[src/rtl/jk_cmd_seq.sv]
// jk_cmd_seq: queues timed J/K drive commands, replays them onto a downstream
// JK flip-flop and checks the flop's q against a local model.
module jk_cmd_seq #(
  parameter int unsigned DEPTH = 4,
  parameter int unsigned LEN_W = 4
) (
  input  logic             clk,
  input  logic             rst,
  input  logic             cmd_valid,
  output logic             cmd_ready,
  input  logic [1:0]       cmd_op,
  input  logic [LEN_W-1:0] cmd_len,
  output logic             j,
  output logic             k,
  input  logic             q_fb,
  output logic             busy,
  output logic             done,
  output logic             err
);

  localparam int unsigned AW = $clog2(DEPTH);
  localparam int unsigned PW = AW + 1;

  typedef struct packed {
    logic [1:0]       op;
    logic [LEN_W-1:0] len;
  } cmd_t;

  typedef enum logic {
    IDLE  = 1'b0,
    DRIVE = 1'b1
  } state_t;

  cmd_t             mem_q [DEPTH];
  logic [PW-1:0]    wr_ptr_q, wr_ptr_d;
  logic [PW-1:0]    rd_ptr_q, rd_ptr_d;
  state_t           state_q, state_d;
  logic [LEN_W-1:0] cnt_q, cnt_d;
  logic             j_q, j_d;
  logic             k_q, k_d;
  logic             done_q, done_d;
  logic             exp_q_q, exp_q_d;
  logic             exp_vld_q, exp_vld_d;
  logic             err_q, err_d;

  logic             empty;
  logic             full;
  logic             push;
  logic             pop;
  cmd_t             head;

  // Occupancy flags from the extra wrap bit on each pointer.
  assign empty = (wr_ptr_q == rd_ptr_q);
  assign full  = (wr_ptr_q[AW-1:0] == rd_ptr_q[AW-1:0]) &&
                 (wr_ptr_q[AW] != rd_ptr_q[AW]);
  assign push  = cmd_valid && !full;
  assign head  = mem_q[rd_ptr_q[AW-1:0]];

  assign wr_ptr_d = wr_ptr_q + PW'(push);
  assign rd_ptr_d = rd_ptr_q + PW'(pop);

  // FIFO storage; contents are don't-care while empty, so no reset.
  always_ff @(posedge clk) begin
    if (push) begin
      mem_q[wr_ptr_q[AW-1:0]] <= cmd_t'({cmd_op, cmd_len});
    end
  end

  // Sequencer next state: pop, load op/count, count down, chain without gaps.
  always_comb begin
    state_d = state_q;
    cnt_d   = cnt_q;
    j_d     = j_q;
    k_d     = k_q;
    pop     = 1'b0;
    case (state_q)
      IDLE: begin
        j_d = 1'b0;
        k_d = 1'b0;
        if (!empty) begin
          pop        = 1'b1;
          state_d    = DRIVE;
          cnt_d      = head.len;
          {j_d, k_d} = head.op;
        end
      end
      DRIVE: begin
        if (cnt_q != '0) begin
          cnt_d = cnt_q - LEN_W'(1);
        end else if (!empty) begin
          pop        = 1'b1;
          cnt_d      = head.len;
          {j_d, k_d} = head.op;
        end else begin
          state_d = IDLE;
          j_d     = 1'b0;
          k_d     = 1'b0;
        end
      end
      default: begin
        state_d = IDLE;
        j_d     = 1'b0;
        k_d     = 1'b0;
      end
    endcase
    // done lines up with the final drive cycle of whatever command is loaded.
    done_d = (state_d == DRIVE) && (cnt_d == '0);
  end

  // Downstream-q model and sticky mismatch flag, driven by the registered j/k.
  always_comb begin
    exp_q_d   = (j_q & ~exp_q_q) | (~k_q & exp_q_q);
    exp_vld_d = exp_vld_q | (j_q ^ k_q);
    err_d     = err_q | (exp_vld_q & (q_fb ^ exp_q_q));
  end

  // State register; reset wins over any push, pop or drive.
  always_ff @(posedge clk) begin
    if (rst) begin
      wr_ptr_q  <= '0;
      rd_ptr_q  <= '0;
      state_q   <= IDLE;
      cnt_q     <= '0;
      j_q       <= 1'b0;
      k_q       <= 1'b0;
      done_q    <= 1'b0;
      exp_q_q   <= 1'b0;
      exp_vld_q <= 1'b0;
      err_q     <= 1'b0;
    end else begin
      wr_ptr_q  <= wr_ptr_d;
      rd_ptr_q  <= rd_ptr_d;
      state_q   <= state_d;
      cnt_q     <= cnt_d;
      j_q       <= j_d;
      k_q       <= k_d;
      done_q    <= done_d;
      exp_q_q   <= exp_q_d;
      exp_vld_q <= exp_vld_d;
      err_q     <= err_d;
    end
  end

  assign cmd_ready = !full;
  assign busy      = (state_q == DRIVE) || !empty;
  assign j         = j_q;
  assign k         = k_q;
  assign done      = done_q;
  assign err       = err_q;

endmodule

[config.mk]
export PLATFORM = sky130hd
export DESIGN_NAME = jk_cmd_seq
export DESIGN_NICKNAME = d
export VERILOG_FILES = /design/src/rtl/jk_cmd_seq.sv
export SDC_FILE = /design/constraint.sdc
export NUM_CORES = 1
export LEC_CHECK = 0
export BUFFER_PORTS_ARGS = -buffer_cell sky130_fd_sc_hd__buf_2
export CAP_MARGIN = 40
export CORE_MARGIN = 5
export CORE_UTILIZATION = 39
export CTS_CLUSTER_SIZE = 14
export DETAILED_ROUTE_END_ITERATION = 8
export PLACE_DENSITY = 0.59
export SLEW_MARGIN = 20
export SYNTH_ARGS = -nofsm -noshare
export SYNTH_HDL_FRONTEND = slang
export SYNTH_SLANG_ARGS = --single-unit
[constraint.sdc]
create_clock -name clk -period 2.19 [get_ports clk]
set_clock_uncertainty 0.1 [all_clocks]
set_input_delay 0 -clock clk [delete_from_list [all_inputs] [get_ports clk]]
set_output_delay 0 -clock clk [all_outputs]
set_load 0.005 [all_outputs]
==> results of run 1 <==
layer usage:
layer	GRT usage [%]	vias to the layer above	share of wire (%)	routed length [um]
li1	-	519	-	-
met1	14.0	505	46	1410
met2	17.5	21	48	1470
met3	4.80	4	5.3	163
met4	4.64	0	1.2	36
met5	0	-	0	0
repair_timing:
action / 4_1_cts / 5_1_grt
hold endpoints to repair: 39 / 0
setup buffers: 0 / 0
hold buffers: 8 / 0
cell type report:
cell class | count | area, sq um | area share [%]
timing repair buffer | 30 | 208 | 9.77
clock inverter | 2 | 38.8 | 1.82
multi-input combinational | 72 | 654 | 30.8
sequential | 41 | 1060 | 49.9
inverter | 7 | 26.3 | 1.24
tap | 52 | 65.1 | 3.06
clock buffer | 6 | 72.6 | 3.41
state kept, by name, summed over array words and instances (netlist names):
name,flops
rd_ptr_q,3
err,1
wr_ptr_q,3
k,1
mem_q,24
cnt_q,4
exp_vld_q,1
j,1
state_q,1
done,1
exp_q_q,1
kinds of logic after synthesis:
family	count (synthesis)
DFF	41
and+or+nand+nor	38
AOI/OAI and AO/OA	13
buffers and inverters	10
muxes	9
xor gates and xnor gates	7
adders and majority gates	5
power by group through the flow:
stage / registers [mW] / logic (mW) / clock network (mW)
6_report: 1.05 / 0.844 / 0.609
3_5_place_dp: 1.07 / 0.829 / 0
3_3_place_gp: 1.06 / 0.819 / 0
5_1_grt: 1.07 / 0.938 / 0.664
2_1_floorplan: 1.03 / 0.637 / 0
4_1_cts: 1.05 / 0.845 / 0.619
cell usage in the layout, fill, tap and decap left out, types with 2 or more instances in the layout:
master | netlist | layout
edfxtp_1 | 24 | 24
dfxtp_1 | 17 | 17
buf_2 | 0 | 15
nor2_1 | 11 | 11
dlygate4sd3_1 | 0 | 8
nand2_1 | 7 | 7
buf_4 | 1 | 7
inv_1 | 6 | 6
nor2b_1 | 6 | 6
a21oi_1 | 6 | 6
mux4_1 | 5 | 5
ha_1 | 5 | 5
clkbuf_8 | 0 | 5
nor3b_1 | 3 | 3
xor2_2 | 2 | 2
and3_1 | 2 | 2
xnor2_1 | 2 | 2
nand2b_1 | 2 | 2
o21ai_0 | 2 | 2
mux2i_1 | 2 | 2
nand3b_1 | 2 | 2
xor2_1 | 2 | 2
path summary, 6_finish.rpt:
path / from / slack, ns / to / depth (start not counted)
min reg2reg: err / 0.36 / err / 2
max: cnt_q[0] / 0.16 / rd_ptr_q[1] / 9
max reg2reg: cnt_q[0] / 0.16 / rd_ptr_q[1] / 9
min: cmd_valid / 0.12 / wr_ptr_q[0] / 5
metrics by stage:
stage	hold WS [ns]	instance area, sq um
after floorplan	-0.0284	1760
after global placement	0.110	1930
after detailed placement	0.115	1930
after CTS	0.126	2130
after global routing	0.181	2130
final	0.116	2130
worst register-to-register path: cells and delay by family, from the launching register on:
kind	cells	cell delay, ns
AO/OA/AOI/OAI	1	0.16
adder cells (fa/ha/maj)	3	0.70
buffers and inverters	3	0.29
flip-flops	1	0.36
AND/OR/NAND/NOR	2	0.28
==> reports/metrics.csv, run 1 <==
metric;value;unit
status;finished, final reports clean;
fin_cells;210;
critPathMaxFanout;4;
comb_power_share;33.7;%
pwr-share-seq;41.9;%
tritoncts;done;
final_core_util;48.5;%
synthArstFlopShare;0;%
worst_pin_slew;0.441;ns
grt_pass1_wl;5200;um
drc;0;
end_kind;flip-flop;
synth_most_common_cell;edfxtp_1;
synth_commonest_cells;edfxtp_1 (24), dfxtp_1 (17), nor2_1 (11);
cts_max_path_buffers;2;
rsz0062_at_grt;no;
wire_per_inst;14.7;um
synth_compound_area_share;5.74;%
cts_resized;0;
grt_start_max_net_pins;17;
worstPathRequired;2.26;ns
antenna_cells;0;
relSlewSlack;70.3;%
hold_violations;0;
dp.cells;194;
cts_root_buf;clkbuf_8;
wl;3090;um
crit_path_start_kind;flip-flop;
p_leak;0.833;nW
ys_warn_count;0;
vias_per_cell;5.00;
syn_area;1760;sq um
peakVddDrop;0.000542;V
ios;16;
start_util;40.2;%
antenna_found_initial;0;
cpPeakStageDelay;0.36;ns
firstDrtPassIters;4;
slowest_stage;dfxtp_1;
synth_mux_area_share;10.5;%
ys_ff_latch;41;
place_congestion;0.834;
path_buf_inv;3;
detail-route-antenna-nets;0;
die_y;77.3;um
fin_ws;0.157;ns
cp_cell_sequence;inv_1 -> ha_1 -> nor3b_1 -> buf_4 -> o32ai_4 -> inv_2 -> ha_1 -> ha_1 -> nor2b_1;
crit_type;reg2reg;
setup-tns-final;0;ns
synth_flop_cell;edfxtp_1;
clkPwrFrac;24.4;%
track_usage;11.4;%
via_count;1049;
synth-simple-area-share;11.9;%
fillers;384;
finalMaxSlewViolations;0;
hp-class;in2reg;
p_sw;0.784;mW
clock_sinks;41;
cpLargestDelayFamily;adder cells;
p_sw_share;31.3;%
syn_avg_cell_area;14.3;sq um
yosys-top-cells-area;edfxtp_1 (41%), dfxtp_1 (19%), mux4_1 (7.4%);
die_w;77.3;um
overflow;0;
coreArea;4380;sq um
grt_pass1_vias;1032;
path_clk_slew;0.08;ns
drive_above_1_share;24.1;%
synth_top_area_share;40.9;%
fmax;492;MHz
synth_fa_ha_area_share;3.55;%
insertion_delay;0.30;ns
port_buffers;15;
yosysTopAreaCell;edfxtp_1;
synthDistinctLibCells;35;
drv_cap;0;
drt_first_iter_violations;39;
arrival;2.11;ns
num_rows;24;
synthCells;123;
synth_xor_area_share;5.39;%
htree_levels;2;
cts_made_buffers;5;
die-area;5970;sq um
power_density;1180;nW/um^2
fin_nets;172;
power.total;2.50;mW
post-route-min-period;2.03;ns
preCtsSetupSlack;0.200;ns
crit_top_cell;ha_1;
seq_area_frac_synth;60.1;%
fin_crit_sh;92.8;%
synth_nets;138;
syn2layout_area_growth;20.5;%
synth_top_family_by_area;simple AND/OR/NAND/NOR gates;
final-setup-viol-count;0;
synth_edf_count;24;
intPower;1.72;mW
hpwl;2150;um
Power figures use the tool's default switching activity.
==> run 2, diff against run 1 <==
--- a/config.mk
+++ b/config.mk
@@ -10,4 +10,5 @@
 export CORE_MARGIN = 5
 export CORE_UTILIZATION = 39
+export CTS_CLUSTER_DIAMETER = 80
 export CTS_CLUSTER_SIZE = 14
 export DETAILED_ROUTE_END_ITERATION = 8
==> constraint.sdc (replaced) <==
create_clock -name clk -period 2.19 [get_ports clk]
set_clock_uncertainty 0.1 [all_clocks]
set_input_delay 0.3285 -clock clk [delete_from_list [all_inputs] [get_ports clk]]
set_output_delay 0.3285 -clock clk [all_outputs]
set_load 0.005 [all_outputs]
==> run 2 against run 1 <==
Effect of this change:
- cell area shrank 3.8%
- sequential power is essentially flat
- highest routed layer unchanged
- critical endpoint unchanged
- cell count shrank 3.8%
- utilization shrank 1.8 points
==> reports/metrics.csv, run 2 (synthesis results as in run 1) <==
metric;value;unit
fin_crit_sh;92.6;%
dp.cells;194;
drc;0;
worst_pin_slew;0.440;ns
antenna_cells;0;
final_common_cell;edfxtp_1;
post-route-min-period;2.03;ns
cp_cell_sequence;inv_1 -> ha_1 -> nor3b_1 -> buf_4 -> o32ai_4 -> inv_2 -> ha_1 -> ha_1 -> nor2b_1;
num_rows;24;
hp-class;in2reg;
hpwl;2150;um
crit_path_start_kind;flip-flop;
r2r_cells;9;
relSlewSlack;70.4;%
grt_pass1_wl;4970;um
crit_top_cell;ha_1;
drive_above_1_share;25.3;%
cpPeakStageDelay;0.36;ns
finalMaxSlewViolations;0;
fin_ws;0.163;ns
rsz0062_at_grt;no;
cts_root_buf;clkbuf_8;
die-area;5970;sq um
cts_max_path_buffers;2;
fillers;391;
overflow;0;
power_density;1210;nW/um^2
wire_per_inst;14.8;um
largest_reg_flops;24;
ios;16;
r2r-end;rd_ptr_q[1];
path_clk_slew;0.08;ns
firstDrtPassIters;4;
cts_made_buffers;5;
post-cts-setup-buffers;0;
insertion_delay;0.29;ns
final_cell_mix;edfxtp_1 (24), dfxtp_1 (17), buf_2 (15);
hold_violations;0;
critPathMaxFanout;4;
port_buffers;15;
wl;2990;um
final-setup-viol-count;0;
via_count;1022;
die_y;77.3;um
grt_start_max_net_pins;17;
preCtsSetupSlack;0.200;ns
slowest_stage;dfxtp_1;
syn2layout_area_growth;16.0;%
postCtsHoldBufs;0;
clock_sinks;41;
min_from;cmd_len[1];
antenna_found_initial;0;
start_util;40.2;%
status;finished, final reports clean;
holdPathEnd;mem_q[3][1];
cts_resized;0;
detail-route-antenna-nets;0;
reg2reg_slack;0.16;ns
fmax;493;MHz
htree_levels;2;
die_w;77.3;um
crit_type;reg2reg;
track_usage;10.9;%
tritoncts;done;
grt_pass1_vias;997;
whs_path_depth;1;
hold_ws;0.150;ns
drv_cap;0;
end_kind;flip-flop;
arrival;2.09;ns
peakVddDrop;0.000542;V
fin_nets;164;
p_leak;0.800;nW
coreArea;4380;sq um
place_congestion;0.834;
r2r_start;cnt_q[0];
worstPathRequired;2.26;ns
vias_per_cell;5.06;
setup-tns-final;0;ns
drt_first_iter_violations;32;
fin_cells;202;
## run 2: cell types whose count changed in the layout (fill, tap and decap cells not counted), sizes merged
cell and change:
dlygate4sd3 -8
## run 2: layer usage
metal  GRT usage [%]  routed length [um]
met4            4.64                  25
met3            4.68                 166
met1            13.6                1390
met2            16.6                1410
met5               0                   0
## run 2: per-stage QoR
step | util, % | cell area [sq um] | total power [mW]
2_1_floorplan | - | 1760 | 1.67
3_3_place_gp | 44.1 | 1930 | 1.88
3_5_place_dp | 44.1 | 1930 | 1.89
4_1_cts | 46.7 | 2050 | 2.50
5_1_grt | 46.7 | 2050 | 2.65
6_report | 46.7 | 2050 | 2.48
## run 2: power breakdown
group | internal [mW] | switching (mW) | total [mW]
sequential | 0.940 | 0.109 | 1.05
combinational | 0.427 | 0.406 | 0.833
clock | 0.342 | 0.257 | 0.599
## run 2: how the worst max path moves through the flow
stage	startpoint	endpoint	slack, ns	depth (start not counted)
6_report	cnt_q[0]	rd_ptr_q[1]	0.16	9
5_1_grt	cnt_q[0]	rd_ptr_q[1]	0.05	9
4_1_cts	rd_ptr_q[0]	busy	0.15	4
3_5_place_dp	cnt_q[0]	rd_ptr_q[1]	0.20	9
3_3_place_gp	cnt_q[0]	rd_ptr_q[1]	0.23	9
2_1_floorplan	rd_ptr_q[1]	mem_q[1][0]	0.16	6
## run 2: worst max-delay path: cells and delay by family, from the launching register on
kind	cells	cell delay [ns]
adder cells (fa/ha/maj)	3	0.70
flip-flops	1	0.36
buffers and inverters	3	0.29
AND/OR/NAND/NOR	2	0.28
AO/OA/AOI/OAI	1	0.16
## run 2: cell type report
| type | instances | area [sq um] | area share, % |
|---|---|---|---|
| clock buffer | 6 | 72.6 | 3.55 |
| tap | 52 | 65.1 | 3.18 |
| sequential | 41 | 1060 | 51.9 |
| inverter | 7 | 26.3 | 1.28 |
| multi-input combinational | 72 | 654 | 32.0 |
| timing repair buffer | 22 | 128 | 6.24 |
| clock inverter | 2 | 38.8 | 1.90 |
